<file path="src/rtl/instruction_pkg.sv">
// rtl/instruction_pkg.sv - load funct3 codes, load sequencer states and legality helper
package instruction_pkg;

    localparam logic [2:0] LB  = 3'b000;
    localparam logic [2:0] LH  = 3'b001;
    localparam logic [2:0] LW  = 3'b010;
    localparam logic [2:0] LBU = 3'b100;
    localparam logic [2:0] LHU = 3'b101;

    localparam logic [3:0] MINST_NONE = 4'b1100;

    typedef enum logic [1:0] {
        IDLE = 2'd0,
        REQ  = 2'd1,
        WAIT = 2'd2,
        WB   = 2'd3
    } load_state_t;

    // A load is rejected for an unknown funct3 or an address not aligned to its size
    function automatic logic load_illegal(input logic [2:0] funct3, input logic [1:0] addr_lo);
        logic bad;
        case (funct3)
            LB, LBU:  bad = 1'b0;
            LH, LHU:  bad = addr_lo[0];
            LW:       bad = (addr_lo != 2'b00);
            default:  bad = 1'b1;
        endcase
        return bad;
    endfunction

endpackage

</file>
<file path="src/rtl/load_align.sv">
// rtl/load_align.sv - select and sign/zero-extend a load from a memory word
module load_align
    import instruction_pkg::*;
(
    input  logic [2:0]  funct3,
    input  logic [1:0]  addr_lo,
    input  logic [31:0] word,
    output logic [31:0] data
);

    logic [7:0]  byte_sel;
    logic [15:0] half_sel;

    // Pick the addressed byte/half and extend according to the load kind
    always_comb begin
        case (addr_lo)
            2'd0:    byte_sel = word[7:0];
            2'd1:    byte_sel = word[15:8];
            2'd2:    byte_sel = word[23:16];
            default: byte_sel = word[31:24];
        endcase
        half_sel = addr_lo[1] ? word[31:16] : word[15:0];
        case (funct3)
            LB:      data = {{24{byte_sel[7]}}, byte_sel};
            LBU:     data = {24'h0, byte_sel};
            LH:      data = {{16{half_sel[15]}}, half_sel};
            LHU:     data = {16'h0, half_sel};
            default: data = word;
        endcase
    end

endmodule

</file>
<file path="src/rtl/load_unit.sv">
// rtl/load_unit.sv - data-memory load sequencer: request, response wait, align, writeback
module load_unit
    import instruction_pkg::*;
#(
    parameter int RESP_TIMEOUT = 255
) (
    input  logic        clk,
    input  logic        reset,
    input  logic [3:0]  minst_i,
    input  logic [31:0] addr_i,
    input  logic [4:0]  rd_i,
    input  logic        rdm_v_i,
    output logic        hazard_o,
    output logic        dreq_v_o,
    output logic [31:0] dreq_addr_o,
    input  logic        dreq_rdy_i,
    input  logic        drsp_v_i,
    input  logic [31:0] drsp_data_i,
    output logic        wb_v_o,
    output logic [4:0]  wb_rd_o,
    output logic [31:0] wb_data_o,
    output logic        err_o
);

    // The counter is compared before incrementing, so the last WAIT cycle sees RESP_TIMEOUT-1
    localparam logic [9:0] TIMEOUT_LAST = 10'(RESP_TIMEOUT - 1);

    load_state_t state_q;
    logic [2:0]  funct3_q;
    logic [1:0]  addr_lo_q;
    logic [4:0]  rd_q;
    logic        rdm_v_q;
    logic [9:0]  cnt_q;
    logic [31:0] data_q;
    logic [31:0] dreq_addr_q;
    logic        hazard_q;
    logic        dreq_v_q;
    logic        wb_v_q;
    logic        err_q;
    logic [31:0] aligned;

    load_align u_align (
        .funct3  (funct3_q),
        .addr_lo (addr_lo_q),
        .word    (drsp_data_i),
        .data    (aligned)
    );

    // Sequencer with registered outputs; reset drops any load in flight without error or writeback
    always_ff @(posedge clk or negedge reset) begin
        if (!reset) begin
            state_q     <= IDLE;
            funct3_q    <= 3'b000;
            addr_lo_q   <= 2'b00;
            rd_q        <= 5'd0;
            rdm_v_q     <= 1'b0;
            cnt_q       <= 10'd0;
            data_q      <= 32'h0;
            dreq_addr_q <= 32'h0;
            hazard_q    <= 1'b0;
            dreq_v_q    <= 1'b0;
            wb_v_q      <= 1'b0;
            err_q       <= 1'b0;
        end else begin
            err_q  <= 1'b0;
            wb_v_q <= 1'b0;
            case (state_q)
                IDLE: begin
                    if (!minst_i[3]) begin
                        funct3_q  <= minst_i[2:0];
                        addr_lo_q <= addr_i[1:0];
                        rd_q      <= rd_i;
                        rdm_v_q   <= rdm_v_i;
                        if (load_illegal(minst_i[2:0], addr_i[1:0])) begin
                            err_q <= 1'b1;
                        end else begin
                            state_q     <= REQ;
                            dreq_addr_q <= {addr_i[31:2], 2'b00};
                            dreq_v_q    <= 1'b1;
                            hazard_q    <= 1'b1;
                        end
                    end
                end
                REQ: begin
                    if (dreq_rdy_i) begin
                        state_q  <= WAIT;
                        cnt_q    <= 10'd0;
                        dreq_v_q <= 1'b0;
                    end
                end
                WAIT: begin
                    if (drsp_v_i) begin
                        data_q   <= aligned;
                        state_q  <= WB;
                        hazard_q <= 1'b0;
                        wb_v_q   <= rdm_v_q;
                    end else if (cnt_q == TIMEOUT_LAST) begin
                        err_q    <= 1'b1;
                        state_q  <= IDLE;
                        hazard_q <= 1'b0;
                    end else if (cnt_q != 10'h3FF) begin
                        cnt_q <= cnt_q + 10'd1;
                    end
                end
                WB: begin
                    state_q <= IDLE;
                end
                default: begin
                    state_q <= IDLE;
                end
            endcase
        end
    end

    assign hazard_o    = hazard_q;
    assign dreq_v_o    = dreq_v_q;
    assign dreq_addr_o = dreq_addr_q;
    assign wb_v_o      = wb_v_q;
    assign wb_rd_o     = rd_q;
    assign wb_data_o   = data_q;
    assign err_o       = err_q;

endmodule

</file>
<file path="config.mk">
export PLATFORM = sky130hd
export DESIGN_NAME = load_unit
export DESIGN_NICKNAME = d
export VERILOG_FILES = /design/src/rtl/instruction_pkg.sv /design/src/rtl/load_align.sv /design/src/rtl/load_unit.sv
export SDC_FILE = /design/constraint.sdc
export NUM_CORES = 1
export LEC_CHECK = 0
export CAP_MARGIN = 0
export CORE_AREA = 2 2 100 102
export CTS_CLUSTER_SIZE = 8
export DETAILED_ROUTE_END_ITERATION = 7
export DIE_AREA = 0 0 102 104
export PLACE_DENSITY = 0.87
export SKIP_LAST_GASP = 1
export SYNTH_ARGS = -nofsm -noshare
export SYNTH_HDL_FRONTEND = slang
export SYNTH_SLANG_ARGS = --single-unit
</file>
<file path="constraint.sdc">
create_clock -name clk -period 2.7 [get_ports clk]
set_input_delay 0.675 -clock clk [delete_from_list [all_inputs] [get_ports clk]]
set_output_delay 0.675 -clock clk [all_outputs]
set_load 0.05 [all_outputs]
</file>
### Word-level counts from Yosys, hierarchy flattened

Cells that the tools add are included.
Widths: inputs -> output; s select.

* flip-flop bits (word level): 89

* add/sub/neg operators: 1
* eq/ne operators: 21
* multiplexer cells: 31
* bitwise gates (word level): 2
* reduce and logical (&&, ||, !) cells: 17

Operators by type and width (count)
* $pmux 32 s4: 1
* $mux 10: 4
* $pmux 8 s3: 1
* $pmux 10 s2: 1
* $mux 16: 1
* $mux 1: 13
* $eq 3x3->1 const B: 4
* $ne 2x2->1 const B: 6
* $reduce_and 4->1: 3
* $add 10x1->10 const B: 1
* $eq 10x8->1 const B: 1
* $mux 2: 5
* $ne 10x10->1 const B: 1
* $pmux 2 s4: 1
* $reduce_bool 2->1: 4
* $eq 2x2->1 const B: 3
* $eq 3x1->1 const B: 2
* $logic_not 3->1: 2
* $pmux 1 s2: 3
* $reduce_and 5->1: 1
* $eq 2x1->1 const B: 2
* $logic_not 2->1: 2
* $reduce_and 2->1: 2
* $reduce_or 2->1: 2
* 5 further kinds: 6

### Longest topological paths before layout

* word-level depth: 8
* mapped depth: 7
* mapped depth without buffers: 6

### Cells and area by module

From an unflattened synthesis, not the netlist that was laid out.

* cells, all modules: 393
* area total of the unflattened synthesis: 4623.2 um^2

By module, submodules not included
* load_unit: times used 1, cells each 260, area an instance 3653.5 um^2
* load_align: times used 1, cells each 133, area an instance 969.7 um^2

### Least setup slack after synthesis

Ideal clock, no wire load.

* path kind: reg-to-reg
* start: reg cnt_q[0]
* end: reg cnt_q[0]
* arrival: 1773 ps
* required time: 2575 ps
* path slack: 802 ps
* cell stages (with the launch flop): 7
* path buffers: 0
* clock period less this slack: 1898 ps
* path through: dfrtp_1 inv_1 ha_1 or3b_2 o22ai_2 a21oi_1 mux2_2

* cells in the longest elaborated chain, start to end: 5
* elaborated cells on any way between the ends: 10

RTL lines
* start, declared: line load_unit.sv:33 `logic [9:0] cnt_q;`
* start signal, assigned: line load_unit.sv:102 `cnt_q <= cnt_q + 10'd1;`
* $add 10x1->10: line load_unit.sv:102
* $mux 10: line load_unit.sv:101 `end else if (cnt_q != 10'h3FF) begin`
* $mux 10: line load_unit.sv:97 `end else if (cnt_q == TIMEOUT_LAST) begin`
* $mux 10: line load_unit.sv:92 `if (drsp_v_i) begin`
* $pmux 10 s2: line load_unit.sv:67 `case (state_q)`

Parallel ways exist; a longest one is shown, timed or not. The select of a mux whose other input is x is not followed.
A chain may end at the register's enable or synchronous reset.

### Worst setup path in the final report

* start: reg dreq_v_q, in the netlist dreq_v_o
* end: out dreq_v_o

RTL lines
* start, declared: line load_unit.sv:37 `logic dreq_v_q;`
* start signal, assigned: line load_unit.sv:61 `dreq_v_q <= 1'b0;`
* start signal, assigned: line load_unit.sv:79 `dreq_v_q <= 1'b1;`
* start signal, assigned: line load_unit.sv:88 `dreq_v_q <= 1'b0;`
* end, declared: line load_unit.sv:14 `output logic dreq_v_o,`

No word-level cell between the ends.

==> run summary <==
status: finished, final reports clean
vias in the first global route: 3,778
R2R setup slack: 0.52 ns
Worst slew margin: 56.15%
Root Buffer: clkbuf_8
fraction of registers with async set/reset: 100.0%
Congestion Overflow GR: 0
final slew viol count: 0
Antenna diodes: 0
Synth Register Bits: 89
full die area: 10,610 sq um
DIE WIDTH: 102 um
Post-synth EDFFs: 0
CP max stage cell: clkdlybuf4s50_1
DR top layer: met4
Psw: 0.003831 W
clk buf depth: 2
Post-Syn Instances: 394
Synth area leaders: dfrtp_1 53%, mux2_2 12%, nand3_1 4.4%
peak supply drop: 0.7724 mV
DR iter-0 viols: 282
count of final hold-check violations: 0
crit path cell chain: clkdlybuf4s50_1
Site Rows: 36
CTS tree: built
layout cells sized above 1: 14.31%
fmax: 441.6 MHz
RR Endpoint: cnt_q[0]
post-route clock period utilization: 83.87%
initial antenna violation count: 0
nets@finish: 620
HPWL after detailed placement: 8963 um
Pleak: 2.612 nW
Routed WL per cell: 17.86 um
# IOs: 151
Via Count: 3,798
MaxCap Viol Count: 0
clock latency at the later pin of the worst-skew pair: 0.35 ns
Clock Skews: 0.008129 ns
post-CTS sizing: 0
GR Util All Layers: 22.98%
drt drc: 0
CTS buffer count: 9
crit path kind: flip-flop to output port
Clock power frac: 12.7%
hold_ws: 0.3055 ns
Initial Utilization: 44.30%
actual slew at the worst max-slew pin: 0.6577 ns
commonest non-fill, non-tap cell in the layout: clkdlybuf4s50_1
H-tree depth: 3
share of the synthesized area in the top cell type: 52.65%
CP arrival: 1.59 ns
Vias/cell: 5.602
most frequent cells in the layout: 147 x clkdlybuf4s50_1, 89 x dfrtp_1, 44 x nand2_1, 44 x mux2_2, 37 x nand3_1
drt total wl: 12,110 um
unrepaired setup endpoints after global routing: no
PwrDens: 1308 nW/um^2
Synth warnings: 0
Critical Path Start: dreq_v_o
RR Startpoint: cnt_q[0]
reg2reg path depth: 6
critical path required time: 2.03 ns
M1 wire length: 4671 um
Synth area leader: dfrtp_1
dpl cells: 662
clk sink count: 89
Finished Layout Cells: 678
setup violators final: 0
P_int: 0.004171 W
TritonRoute pass-1 iters: 4
largest net degree at the start of global routing: 42
Syn Area/Cell: 10.74 sq um
Switching Share: 47.88%
IO buf count: 148
Largest stage delay, worst path: 0.84 ns
Clock transition at path regs: 0.09 ns
Final Wtd Congestion: 0.9568
met2 WL: 6013 um
min-delay worst type: input port to async pin
Setup TNS: 0 ns
combinational power share: 57.6%
crit path max fanout: 2
die outline height: 104 um
post-layout min period: 2.264 ns
first-pass GRT wire length: 18,990 um
Area Overhead vs Synth: 44.57%
Top delay family on crit path: buffers and inverters
register area share after synthesis: 52.65%
Met3 Wirelength: 1047 um
CTS Hold Bufs: 0
Yosys cell types: 46
Post-DRT Antenna Nets: 0
Synth Cell Area: 4230 sq um
# Post-CTS Setup Buffers: 0
crit end category: output port
WP buf/inv: 1
total core area: 9549 sq um
Top FF cell, synth: dfrtp_1
Setup crit start kind: flip-flop
Seq pwr share: 29.8%
kinds of logic after synthesis:
kind of cell | Yosys count | synth area share, %
adders and majority gates | 2 | 0.5914
other | 1 | 0.08865
muxes | 55 | 14.64
AOI/OAI and AO/OA | 70 | 11.15
buffers and inverters | 32 | 3.372
and+or+nand+nor | 145 | 17.51
DFF | 89 | 52.65
metrics by stage:
stage	cell area [sq um]	worst slack [ns]	util, %	power (W)
after floorplan	4234	0.8024	-	0.005370
after global placement	5894	0.2989	61.73	0.006902
after detailed placement	5894	0.2463	61.73	0.007007
after CTS	6116	0.4290	64.05	0.008032
after global routing	6116	0.3941	64.05	0.008387
final	6116	0.4355	64.05	0.008002
cell usage after synthesis, types with 2 or more instances:
library cell / count
dfrtp_1: 89
mux2_2: 44
nand2_1: 44
nand3_1: 37
o21ai_0: 21
clkbuf_1: 20
nor2_1: 17
a21oi_1: 12
mux2i_1: 9
and3_1: 8
nand2b_1: 8
a211oi_1: 7
nor3b_1: 7
a221o_1: 5
a31oi_1: 5
and3b_1: 5
inv_1: 5
a211o_1: 4
nor2b_1: 4
a22o_1: 3
buf_4: 3
nand3b_1: 3
nor3_1: 3
or3_1: 3
a32oi_1: 2
buf_2: 2
ha_1: 2
o21ai_1: 2
o2bb2ai_1: 2
or3b_2: 2
metal layers:
metal	track usage [%]	vias up
met2	38.20	194
met4	8.571	0
li1	-	1705
met5	0	-
met1	28.69	1872
met3	5.712	27
final cells by class:
| cell class | instances | area, sq um |
|---|---|---|
| fillers | 785 | 3433 |
| flip-flops and latches | 89 | 2227 |
| clock buffers | 12 | 145.1 |
| multi-input cells | 274 | 1868 |
| repair buffers | 161 | 1614 |
| clock inverters | 4 | 76.32 |
| well taps | 133 | 166.4 |
| inverters | 5 | 18.77 |
power by group through the flow:
| stage | sequential [W] | combinational, W | clock (W) |
|---|---|---|---|
| 2_1_floorplan | 0.00408 | 0.00129 | 0 |
| 3_3_place_gp | 0.00238 | 0.00453 | 0 |
| 3_5_place_dp | 0.00240 | 0.00460 | 0 |
| 4_1_cts | 0.00238 | 0.00462 | 0.00103 |
| 5_1_grt | 0.00246 | 0.00483 | 0.00109 |
| 6_report | 0.00238 | 0.00461 | 0.00101 |
registers in the layout (all words and copies together) (netlist names):
name	flops
wb_data_o	32
funct3_q	3
state_q	2
hazard_o	1
dreq_addr_o	30
cnt_q	10
rdm_v_q	1
wb_rd_o	5
wb_v_o	1
addr_lo_q	2
err_o	1
dreq_v_o	1
how the worst max path moves through the flow:
stage                          to  slack (ns)  cells after the start
finish                   dreq_v_o        0.44                      1
global route             dreq_v_o        0.39                      1
CTS                  wb_data_o[9]        0.43                      1
detailed placement  wb_data_o[29]        0.25                      6
global placement    wb_data_o[12]        0.30                      5
floorplan                cnt_q[0]        0.80                      6
No activity file was read; power rests on OpenSTA's default activity.
